==> src/rtl/icache_ctrl.sv <==
// ----------------------------------------------------------------------------
// icache_ctrl -- L1 instruction-cache controller (2-way, 256 sets, 16 B lines)
//
// Performs the zero-latency hit lookup for the fetch stage against the
// asynchronously read tag_ram/data_ram pair. On a miss it fetches the line
// from L2, writes it into the way chosen by the replacement bit, waits for the
// RAM's completion pulse and then returns to IDLE, where the fetch now hits.
//
// Ports
//   clk, rst              clock, synchronous active-high reset
//   if_req, if_addr       fetch request and byte address
//   if_insn, if_stall     fetched word (valid when if_req && !if_stall), stall
//   tag0_rw/tag1_rw       tag way write strobes   (1 = write, 0 = read)
//   data0_rw/data1_rw     data way write strobes  (1 = write, 0 = read)
//   index                 RAM set index
//   tag_wd, data_wd       tag / line write data
//   tag0_rd/tag1_rd       {valid, tag} read data per way
//   data0_rd/data1_rd     line read data per way
//   LUR                   replacement bit: 1 = next victim is way1
//   complete              one-cycle pulse the cycle after a tag write
//   l2_req, l2_addr       line request and line address to L2
//   l2_ack, l2_data       one-cycle acknowledge with the refill line
//
// Optional feature (macro ICACHE_STAT_EN): adds hit_cnt / miss_cnt outputs.
// ----------------------------------------------------------------------------
module icache_ctrl #(
  parameter int TAG_W   = 20,
  parameter int INDEX_W = 8,
  parameter int LINE_W  = 128
) (
  input  logic               clk,
  input  logic               rst,
  input  logic               if_req,
  input  logic [31:0]        if_addr,
  output logic [31:0]        if_insn,
  output logic               if_stall,
  output logic               tag0_rw,
  output logic               tag1_rw,
  output logic               data0_rw,
  output logic               data1_rw,
  output logic [INDEX_W-1:0] index,
  output logic [TAG_W-1:0]   tag_wd,
  output logic [LINE_W-1:0]  data_wd,
  input  logic [TAG_W:0]     tag0_rd,
  input  logic [TAG_W:0]     tag1_rd,
  input  logic [LINE_W-1:0]  data0_rd,
  input  logic [LINE_W-1:0]  data1_rd,
  input  logic               LUR,
  input  logic               complete,
  output logic               l2_req,
  output logic [27:0]        l2_addr,
  input  logic               l2_ack,
  input  logic [LINE_W-1:0]  l2_data
`ifdef ICACHE_STAT_EN
  ,
  output logic [31:0]        hit_cnt,
  output logic [31:0]        miss_cnt
`endif
);

  localparam int  OFF_W    = 4;              // 16 B line
  localparam int  IDX_LO   = OFF_W;
  localparam int  TAG_LO   = OFF_W + INDEX_W;
  localparam logic RW_READ  = 1'b0;
  localparam logic RW_WRITE = 1'b1;

  typedef enum logic [1:0] {
    S_IDLE,
    S_REQ,
    S_WRITE,
    S_WAIT
  } state_t;

  state_t             r_state;
  state_t             w_next_state;
  logic [31:OFF_W]    r_miss_line;   // miss address without the byte offset
  logic               r_victim;
  logic [LINE_W-1:0]  r_line_buf;

  logic               w_hit0;
  logic               w_hit1;
  logic               w_hit;
  logic               w_miss_start;
  logic [1:0]         w_word;
  logic               w_unused_bits;

  // --------------------------------------------------------------------------
  // Hit lookup (only meaningful in IDLE, where index comes from if_addr)
  // --------------------------------------------------------------------------
  assign w_hit0       = tag0_rd[TAG_W] && (tag0_rd[TAG_W-1:0] == if_addr[31:TAG_LO]);
  assign w_hit1       = tag1_rd[TAG_W] && (tag1_rd[TAG_W-1:0] == if_addr[31:TAG_LO]);
  assign w_hit        = w_hit0 || w_hit1;
  assign w_miss_start = if_req && !w_hit;
  assign w_word       = if_addr[3:2];
  assign w_unused_bits = ^if_addr[1:0];

  // Way0 has priority should both ways ever hold the same tag.
  always_comb begin
    if_insn = '0;
    if (r_state == S_IDLE) begin
      if (w_hit0)      if_insn = data0_rd[w_word*32 +: 32];
      else if (w_hit1) if_insn = data1_rd[w_word*32 +: 32];
    end
  end

  // --------------------------------------------------------------------------
  // State and refill registers
  // --------------------------------------------------------------------------
  // NOTE: sequential state uses non-blocking assignments so every flop samples
  // the pre-edge values, independent of statement order.
  always_ff @(posedge clk) begin
    if (rst) begin
      r_state     <= S_IDLE;
      r_miss_line <= '0;
      r_victim    <= 1'b0;
      // NOTE: the line buffer is a plain register (not a RAM), so clearing it
      // on reset is cheap and keeps data_wd deterministic after reset.
      r_line_buf  <= '0;
    end else begin
      r_state <= w_next_state;
      if (r_state == S_IDLE && w_miss_start) begin
        r_miss_line <= if_addr[31:OFF_W];
        r_victim    <= LUR;
      end
      if (r_state == S_REQ && l2_ack) begin
        r_line_buf <= l2_data;
      end
    end
  end

  // --------------------------------------------------------------------------
  // Next state and outputs
  // --------------------------------------------------------------------------
  always_comb begin
    // NOTE: every output of this block gets a default first so no path can
    // leave a signal unassigned and infer a latch.
    w_next_state = r_state;
    l2_req       = 1'b0;
    l2_addr      = r_miss_line;
    tag0_rw      = RW_READ;
    tag1_rw      = RW_READ;
    data0_rw     = RW_READ;
    data1_rw     = RW_READ;
    index        = r_miss_line[TAG_LO-1:IDX_LO];
    tag_wd       = r_miss_line[31:TAG_LO];
    data_wd      = r_line_buf;
    if_stall     = 1'b1;

    case (r_state)
      S_IDLE: begin
        index    = if_addr[TAG_LO-1:IDX_LO];
        if_stall = w_miss_start;
        if (w_miss_start) w_next_state = S_REQ;
      end
      S_REQ: begin
        l2_req = 1'b1;
        if (l2_ack) w_next_state = S_WRITE;
      end
      S_WRITE: begin
        if (r_victim) begin
          tag1_rw  = RW_WRITE;
          data1_rw = RW_WRITE;
        end else begin
          tag0_rw  = RW_WRITE;
          data0_rw = RW_WRITE;
        end
        w_next_state = S_WAIT;
      end
      S_WAIT: begin
        if (complete) w_next_state = S_IDLE;
      end
      default: w_next_state = S_IDLE;
    endcase
  end

`ifdef ICACHE_STAT_EN
  // --------------------------------------------------------------------------
  // Hit / miss statistics (wrap naturally at 2^32)
  // --------------------------------------------------------------------------
  logic [31:0] r_hit_cnt;
  logic [31:0] r_miss_cnt;

  always_ff @(posedge clk) begin
    if (rst) begin
      r_hit_cnt  <= '0;
      r_miss_cnt <= '0;
    end else begin
      if (r_state == S_IDLE && if_req && w_hit) r_hit_cnt  <= r_hit_cnt + 32'd1;
      if (r_state == S_IDLE && w_miss_start)    r_miss_cnt <= r_miss_cnt + 32'd1;
    end
  end

  assign hit_cnt  = r_hit_cnt;
  assign miss_cnt = r_miss_cnt;
`endif

endmodule

==> config.mk <==
export PLATFORM = sky130hd
export DESIGN_NAME = icache_ctrl
export DESIGN_NICKNAME = d
export VERILOG_FILES = /design/src/rtl/icache_ctrl.sv
export SDC_FILE = /design/constraint.sdc
export NUM_CORES = 1
export LEC_CHECK = 0
export ABC_AREA = 0
export CAP_MARGIN = 20
export CORE_AREA = 2 2 267 269
export DETAILED_ROUTE_END_ITERATION = 8
export DIE_AREA = 0 0 269 271
export HOLD_SLACK_MARGIN = 0.15
export PLACE_DENSITY = 0.35
export SYNTH_ARGS = -nofsm -noshare
export SYNTH_HDL_FRONTEND = slang
export SYNTH_SLANG_ARGS = --single-unit
==> constraint.sdc <==
create_clock -name clk -period 4.7 [get_ports clk]
set_clock_uncertainty 0.2 [all_clocks]
set_input_delay 0.705 -clock clk [delete_from_list [all_inputs] [get_ports clk]]
set_output_delay 0.705 -clock clk [all_outputs]
set_load 0.02 [all_outputs]
==> reports/metrics.yaml <==
crit_arrival_ps: 3620
crit_slowest_cell: "clkdlybuf4s50_1"
period_share: 0.9620
holdCritStartpoint: "data_wd[105]"
die_x_um: 269
netlist_area_um2: 8596
hold_path.class: "flip-flop to flip-flop"
gp_congestion: 0.8402
yosysUniqueCellTypes: 39
path_max_fanout: 32
fin_util: 0.2437
synth_seq_cells: 159
synth_edf_count: 0
drc: 0
gr-total-overflow: 0
post_cts_buffers: 0
finalSetupViolations: 0
wire_per_inst_um: 20.63
cpLargestDelayFamily: "buffers and inverters"
layout.nets: 2090
antenna_found_initial: 9
drtAntennaViolNets: 0
cts_tree: "done"
clock_path_buffers: 2
dr.pass1.iters: 6
maxCapViolCount: 0
multi_input_area_um2: 4885
clock_latency_ps: 460
hpwl_um: 43230
n_fill_cell: 7579
h-tree-depth: 4
async_flop_share: 0
cts.repair.resized: 0
min_path_cells: 2
r2r-start: "r_state[1]"
synth_area_leaders: "dfxtp_1 37%, mux4_2 17%, nand2_1 13%"
start_util: 0.1232
yosysSeqAreaShare: 0.3703
p_leak_nw: 5.635
pwr_density_cell_nw_per_um2: 316.9
crit_path_frequent_cell: "clkdlybuf4s50_1"
regToRegSetupSlack_ps: 2370
die_h_um: 271
power.total_mw: 5.390
finalSetupTns_ps: 0
grt_max_degree: 157
dieArea_um2: 72900
peakVddDrop_mv: 0.2552
whs_ps: 254.0
hold-path-endpoint: "data_wd[105]"
outcome: "finished, final reports clean"
synth_flop_cell: "dfxtp_1"
seq_area_um2: 3183
dpl_cell_area_um2: 16400
synth_top_area_frac: 0.3703
max_freq_ghz: 0.2212
rsz0062_at_grt: "false"
worstMarginPinSlew_ps: 825.6
crit_path_start_kind: "input pin"
drive_gt1_frac: 0.09480
rows: 97
reg2reg_depth: 6
syn-instance-count: 1006
critPathBufInv: 3
synth_nets: 1474
drt-total-wl_um: 53150
ys.warnings.count: 0
io_pins: 686
track_usage: 0.1401
path_clk_slew_ps: 70
hold_viol_final: 0
syn_to_final_growth_pct: 97.87
crit_type: "input pin to output pin"
ctsHoldBuffers: 0
critPathCaptureType: "output pin"
path_cells: "clkdlybuf4s50_1, xnor2_1, nand4_1, nor4_1, o2111ai_2, buf_12, nand2b_1, a21oi_1, clkdlybuf4s50_1"
cts.sinks: 159
reg2reg_to: "data_wd[49]"
io_buffers: 683
required_ps: 3800
grt_pass1_vias: 10360
max_stage_delay_ps: 740
slew_viol_final: 0
yosys.area.top_type: "dfxtp_1"
viasPerCell: 3.841
cts_buffers: 17
grt_pass1_wl_um: 73260
final_cell_area_um2: 17010
synth.avg_cell_area_um2: 8.544
via_count: 9897
cts.root.buffer_cell: "clkbuf_16"
slew_headroom: 0.4496
core_area_um2: 69790
period_needed_ps: 4521
drtIter0Drc: 445
[through the flow]
stage          instances  setup WS, ps
2_1_floorplan       1006          1663
3_3_place_gp        2543         174.1
3_5_place_dp        2543         185.9
4_1_cts             2575         164.0
5_1_grt             2577         55.97
6_report            2577         178.8
[logic make-up (layout without fill, tap and decap cells)]
family,count (synthesis),in the layout,synth area share
other,0,2,0
buffers and inverters,116,745,0.06419
XOR/XNOR,40,40,0.04076
flip-flops,159,159,0.3703
AND/OR/NAND/NOR,388,388,0.1980
AO/OA/AOI/OAI,227,227,0.1428
multiplexers,72,72,0.1782
adder cells (fa/ha/maj),4,4,0.005823
[power by group]
part	switching, mW	leakage (nW)	internal (mW)
sequential	0.120	1.29	1.53
clock	0.712	0.296	0.732
combinational	1.22	4.05	1.07
total	2.06	5.64	3.33
[tightest hold or removal path: cells and delay by family (launching register included)]
kind            cells  cell delay (ps)
flops               1              310
simple gates        1               50
compound gates      1               50
[flip-flops by register name, summed over array words and instances, names as in the netlist]
name and count:
data_wd 128, l2_addr 28, r_state 2, r_victim 1
[Yosys cell counts (2+ instances only)]
cell / count
a21oi_1: 190
and2_1: 3
buf_1: 8
buf_2: 18
buf_4: 25
clkbuf_1: 60
dfxtp_1: 159
ha_1: 4
inv_1: 4
mux2_2: 8
mux4_2: 64
nand2_1: 292
nand2b_1: 32
nand3_1: 2
nand4_1: 34
nor2_1: 3
nor3_1: 3
nor4_1: 8
nor4b_1: 2
o31ai_1: 30
xnor2_1: 17
xor2_1: 23
[cell usage in the layout (no fill, tap or decap), drive strengths merged, types with 18 or more instances in the layout]
cell / instances
clkdlybuf4s50: 666
nand2: 292
a21oi: 190
dfxtp: 159
mux4: 64
buf: 42
nand4: 34
nand2b: 32
o31ai: 30
xor2: 23
clkbuf: 18
[worst max path at each step]
stage	start	end	slack, ps	cells after the start
3_3_place_gp	if_addr[29]	if_insn[31]	170	9
6_report	if_addr[29]	if_insn[2]	180	9
5_1_grt	if_addr[15]	if_insn[2]	60	9
4_1_cts	if_addr[29]	if_insn[2]	160	9
3_5_place_dp	if_addr[29]	if_insn[2]	190	9
2_1_floorplan	if_addr[2]	if_insn[0]	1660	6
[metal layers]
| metal | routed length [µm] | vias to the layer above | GRT usage |
|---|---|---|---|
| met5 | 67 | - | 0 |
| met3 | 4725 | 52 | 0.04715 |
| li1 | - | 4735 | - |
| met1 | 18910 | 4632 | 0.1435 |
| met2 | 27990 | 468 | 0.2620 |
| met4 | 1451 | 10 | 0.04810 |
[layout make-up]
cell class	instances	share of cell area
inverters	5	0.001103
clock buffers	18	0.02582
well taps	940	0.06915
clock inverters	14	0.009416
repair buffers	708	0.4199
diodes	2	0.0002942
multi-input cells	731	0.2872
flip-flops and latches	159	0.1871
(Power assumes the default switching activity.)
